==> config.mk <==
export PLATFORM = sky130hd
export DESIGN_NAME = hnm_row_decoder
export DESIGN_NICKNAME = d
export VERILOG_FILES = /design/src/rtl/hnm_row_decoder.sv
export SDC_FILE = /design/constraint.sdc
export NUM_CORES = 1
export LEC_CHECK = 0
export CORE_MARGIN = 3
export CORE_UTILIZATION = 49
export CTS_BUF_LIST = sky130_fd_sc_hd__clkbuf_8
export DETAILED_ROUTE_END_ITERATION = 10
export GPL_ROUTABILITY_DRIVEN = 0
export PLACE_DENSITY = 0.81
export SYNTH_ARGS = -nofsm -noshare
export SYNTH_HDL_FRONTEND = slang
export SYNTH_SLANG_ARGS = --single-unit
==> constraint.sdc <==
create_clock -name clk -period 2.4 [get_ports clk]
set_input_delay 0.6 -clock clk [delete_from_list [all_inputs] [get_ports clk]]
set_output_delay 0.6 -clock clk [all_outputs]
set_load 0.1 [all_outputs]
==> src/rtl/hnm_row_decoder.sv <==
// rtl/hnm_row_decoder.sv - HNM row bitmap to SSID stream decoder, one SSID per set bit, lowest column first
// Optional HNM_DECODER_COUNT_EN adds a saturating count of accepted SSIDs (ssidCount, satCount).
module hnm_row_decoder #(
    parameter int ROWINDEXBITS_HNM = 8,
    parameter int COLINDEXBITS_HNM = 4,
    parameter int NCOLS_HNM        = 16,
    parameter int SSIDBITS         = ROWINDEXBITS_HNM + COLINDEXBITS_HNM
) (
    input  logic                        clk,
    input  logic                        reset_n,
    input  logic                        rowValid,
    output logic                        rowReady,
    input  logic [ROWINDEXBITS_HNM-1:0] rowIndex,
    input  logic [NCOLS_HNM-1:0]        rowData,
    output logic                        ssidValid,
    input  logic                        ssidReady,
    output logic [SSIDBITS-1:0]         SSID_out,
    output logic                        lastSSID,
    output logic                        busy
`ifdef HNM_DECODER_COUNT_EN
    ,
    output logic [15:0]                 ssidCount,
    output logic                        satCount
`endif
);

    typedef enum logic {IDLE, SCAN} state_t;

    state_t                      state, nextState;
    logic [NCOLS_HNM-1:0]        mask, nextMask, maskLowCleared;
    logic [ROWINDEXBITS_HNM-1:0] rowReg, nextRow;
    logic [COLINDEXBITS_HNM-1:0] col;

    // Clearing the lowest set bit is the same as clearing bit col.
    assign maskLowCleared = mask & (mask - NCOLS_HNM'(1));

    always_comb begin
        col = '0;
        for (int i = NCOLS_HNM - 1; i >= 0; i--) begin
            if (mask[i]) col = COLINDEXBITS_HNM'(i);
        end
    end

    always_comb begin
        nextState = state;
        nextMask  = mask;
        nextRow   = rowReg;
        rowReady  = 1'b0;
        ssidValid = 1'b0;
        busy      = 1'b0;
        lastSSID  = 1'b0;
        SSID_out  = '0;
        case (state)
            IDLE: begin
                rowReady = 1'b1;
                if (rowValid) begin
                    nextRow  = rowIndex;
                    nextMask = rowData;
                    if (rowData != '0) nextState = SCAN;
                end
            end
            SCAN: begin
                busy      = 1'b1;
                ssidValid = 1'b1;
                SSID_out  = SSIDBITS'({rowReg, col});
                lastSSID  = (maskLowCleared == '0);
                if (ssidReady) begin
                    nextMask = maskLowCleared;
                    if (maskLowCleared == '0) nextState = IDLE;
                end
            end
            default: nextState = IDLE;
        endcase
    end

    always_ff @(posedge clk or negedge reset_n) begin
        if (!reset_n) begin
            state  <= IDLE;
            mask   <= '0;
            rowReg <= '0;
        end else begin
            state  <= nextState;
            mask   <= nextMask;
            rowReg <= nextRow;
        end
    end

`ifdef HNM_DECODER_COUNT_EN
    logic ssidFire;
    assign ssidFire = ssidValid & ssidReady;

    always_ff @(posedge clk or negedge reset_n) begin
        if (!reset_n) begin
            ssidCount <= '0;
            satCount  <= 1'b0;
        end else if (ssidFire) begin
            if (ssidCount != 16'hFFFF) ssidCount <= ssidCount + 16'd1;
            if (ssidCount >= 16'hFFFE) satCount <= 1'b1;
        end
    end
`endif

endmodule

== Word-level counts from Yosys, hierarchy flattened ==
Cells that the tools add are included.

* Word-level logic and storage cells: 40
* Input port bits: 28
* Output and inout port bits: 16
* Bits in registers: 25

* Reductions and logical operators: 4
* Bitwise logic cells: 2
* Muxes and demuxes: 28
* Equality and inequality tests: 2
* $add $sub $neg: 1

{| class="wikitable"
|+ Operators by type and width
! cell !! number
|-
| 2-to-1 mux 4 bit || 16
|-
| 2-to-1 mux 16 bit || 2
|-
| case mux 16 bit (2 select lines) || 1
|-
| bitwise AND 16 bit || 1
|-
| zero test 16 bit || 1
|-
| nonzero test 16 bit || 1
|-
| subtractor 16 x 1 -> 16 bit, second input constant || 1
|-
| 2-to-1 mux 12 bit || 1
|-
| 2-to-1 mux 1 bit || 7
|-
| != test 2 bit, second input constant || 2
|-
| AND reduction 2 bit || 2
|-
| case mux 1 bit (2 select lines) || 1
|-
| NOT 1 bit || 1
|}

== Longest topological paths before layout ==
* Depth after elaboration: 17
* Gate-level depth with buffers: 7
* Mapped depth without buffers: 6

== Worst setup path before layout ==
OpenSTA, ideal clock, no wires.

* Path type: flip-flop to output port
* Start: register state
* End: output port SSID_out[3]
* Cell stages (with the launch flop): 3
* Path buffers: 0
* Path slack: -2.417 ns
* Data required time: 1.800 ns
* Data arrival time: 4.217 ns
* Cells stage by stage: dfrtp_1 -> inv_1 -> a311oi_1

* Cells in the longest elaborated chain, start to end: 1

{| class="wikitable"
|+ Ends and longest elaborated chain
! what !! line !! source
|-
| start: declaration || 29 || <nowiki>state_t state, nextState;</nowiki>
|-
| start signal: assignment || 82 || <nowiki>state <= nextState;</nowiki>
|-
| 2-to-1 mux 12 bit || 53 || <nowiki>case (state)</nowiki>
|-
| end: declaration || 17 || <nowiki>output logic [SSIDBITS-1:0] SSID_out,</nowiki>
|}

Every way passes these cells.

== Worst setup path in the final report ==
* Start: register mask[4]
* End: output port lastSSID

* Cells in the longest elaborated chain, start to end: 4

{| class="wikitable"
|+ Ends and longest elaborated chain
! what !! line !! source
|-
| start: declaration || 30 || <nowiki>logic [NCOLS_HNM-1:0] mask, nextMask, maskLowCleared;</nowiki>
|-
| start signal: assignment || 83 || <nowiki>mask <= nextMask;</nowiki>
|-
| subtractor 16 x 1 -> 16 bit || 35 || <nowiki>assign maskLowCleared = mask & (mask - NCOLS_HNM'(1));</nowiki>
|-
| bitwise AND 16 bit * || 35 ||
|-
| zero test 16 bit * || 66 || <nowiki>lastSSID = (maskLowCleared == '0);</nowiki>
|-
| 2-to-1 mux 1 bit * || 53 ||
|-
| end: declaration || 18 || <nowiki>output logic lastSSID,</nowiki>
|}

Every way passes the cells marked *; elsewhere a longest branch is shown, timed or not.

==> results.json <==
{
  "status": "complete, but fails checks",
  "violations": "negative setup slack",
  "final_cell_mix": "buf_4, clkdlybuf4s50_1, dfrtp_1",
  "hold_path_class": "reg2reg",
  "start_util_pct": 53.4,
  "synth_area_per_cell_sq_um": 8.77,
  "worstHoldStart": "rowReg[3]",
  "grt_pass1_wl_mm": 8.89,
  "area_growth_pct": 69.8,
  "wl_per_cell_um": 23.1,
  "r2r-end": "mask[13]",
  "tightestPinTransition_ns": 0.483,
  "cap_violations": 0,
  "worstRegToRegCells": 7,
  "dr.first_iter.drc_count": 273,
  "final_util_pct": 90.6,
  "grt_start_max_net_pins": 26,
  "vias": 1919,
  "cts-hold-fix-buffers": 0,
  "crit_fanout": 3,
  "tritoncts": "yes",
  "via_per_inst": 6.71,
  "drc": 0,
  "clock_skew_ns": 0.00153,
  "cts_sinks": 25,
  "synthTopCellsByArea": "dfrtp_1, o21ai_0, mux2_2",
  "yosysWarningCount": 0,
  "setup_tns_ns": -1.03,
  "period_share_pct": 126,
  "synth_area_sq_um": 1540,
  "synth_nets": 203,
  "synthCells": 175,
  "reg2reg_slack_ns": 0.21,
  "yosysSeqAreaShare_pct": 40.7,
  "synth_area_leader_cell": "dfrtp_1",
  "die_w_um": 62.0,
  "n_antenna_cell": 0,
  "timing.final.ws_setup_ns": -0.626,
  "grt_usage_pct": 31.9,
  "critPathLaunchType": "flop",
  "path_class": "reg2out",
  "cp.required_ns": 1.80,
  "reg2reg_from": "mask[4]",
  "fin_nets": 273,
  "h-tree-depth": 1,
  "finalWirelength_mm": 6.61,
  "endpoint_kind": "output pin",
  "grt_pass1_vias": 1789,
  "hold_viol": 0,
  "ys_seq_elements": 25,
  "fp.coreArea_sq_um": 2880,
  "rsz0062_at_grt": "true",
  "rows": 19,
  "ys.flop_type": "dfrtp_1",
  "dp_hpwl_mm": 3.65,
  "synth.top_cell.area_share_pct": 40.7,
  "io_pins": 44,
  "drtPass1Iterations": 9,
  "fmax_mhz": 330,
  "synth_cell_types": 36,
  "layout-drive-gt1-share_pct": 43.0,
  "dieHeight_um": 62.0,
  "critPathLaunch": "mask[4]",
  "synthArstFlopShare_pct": 100,
  "crit_arrival_ns": 2.43,
  "slew_violations": 0,
  "drtAntennaViolNets": 0,
  "cts_made_buffers": 3,
  "relSlewSlack_pct": 67.5,
  "die-area_sq_um": 3840,
  "synth-edff-count": 0,
  "clockBufferDepth": 2,
  "portBuffers": 43,
  "cts.clk_slew.worst_paths_ns": 0.10,
  "setup_viol": 3,
  "cts-root-buf": "clkbuf_8",
  "antenna_found_initial": 0,
  "period_needed_ns": 3.03,
  "crit_path_end": "lastSSID",
  "grt_remaining_overflow": 0,
  "hold_ws_ns": 0.517,
  "final_common_cell": "buf_4",
  "clk_latency_ns": 0.28
}
==> synthesized netlist by cell type (all sizes together) (2+ instances only) <==
master  count
dfrtp      25
nand2      20
o21ai      19
nor2       12
a21oi      11
clkbuf     10
a22o        9
and2        9
mux2        8
nor4        7
inv         5
nand3       5
mux2i       4
o31ai       4
or2         4
a211oi      2
and3        2
buf         2
nor2b       2
nor3        2
o22ai       2
or3         2
==> registers in the layout (all words and copies together) (netlist names) <==
register / flops
mask: 16
rowReg: 8
state: 1
==> metal layers <==
| layer | wire, um | share of wire (%) | global-route usage, % | vias to the layer above |
|---|---|---|---|---|
| met5 | 0 | 0 | 0 | - |
| met4 | 420 | 6.4 | 11.8 | 0 |
| met3 | 765 | 12 | 10.7 | 55 |
| met2 | 3110 | 47 | 53.1 | 192 |
| met1 | 2310 | 35 | 38.1 | 889 |
| li1 | - | - | - | 783 |
==> stage by stage <==
step	setup slack, ns	cell area, sq um	cells
floorplan	-0.646	1620	175
detailed placement	-0.217	2360	272
global placement	-0.0383	2360	272
finish	-0.626	2610	286
CTS	-0.464	2510	283
global route	-0.712	2610	286
==> kinds of logic (layout without fill, tap and decap cells) <==
| family | count (synthesis) | count (layout) | synth area share [%] |
|---|---|---|---|
| buffers and inverters | 17 | 86 | 4.89 |
| AND/OR/NAND/NOR | 66 | 66 | 22.6 |
| AO/OA/AOI/OAI | 55 | 55 | 23.3 |
| multiplexers | 12 | 12 | 8.48 |
| flip-flops | 25 | 25 | 40.7 |
==> worst min path at each step <==
stage / cells after the start / to / slack, ns
5_1_grt: 1 / rowReg[3] / 0.53
3_5_place_dp: 1 / rowReg[3] / 0.49
3_3_place_gp: 1 / rowReg[1] / 0.48
6_report: 1 / rowReg[3] / 0.52
2_1_floorplan: 0 / mask[0] / 0.30
4_1_cts: 1 / rowReg[3] / 0.51
==> worst max-delay path, cell delays in order, from the launching register on <==
cell     delay [ns]
dfrtp_2        0.45
nor4_4         0.41
nand2_4        0.14
o41ai_4        0.35
nand3_2        0.17
nor4_4         0.41
buf_12         0.22
==> layout make-up <==
cell class,instances,area [sq um]
multi-input combinational,133,1010
timing repair buffer,77,840
sequential,25,636
fill,113,269
tap,42,52.6
clock buffer,3,41.3
inverter,5,22.5
clock inverter,1,8.76
==> what timing repair did <==
item                       in CTS  in global routing
resized for setup              13                 18
setup endpoints to repair       4                  6
hold endpoints to repair        0                  0
pin swaps                       6                  7
buffers inserted                7                  3
Power is left out: the tool's default activity adds up to more than one toggle a clock period on the data nets, which glitch-free logic cannot reach.
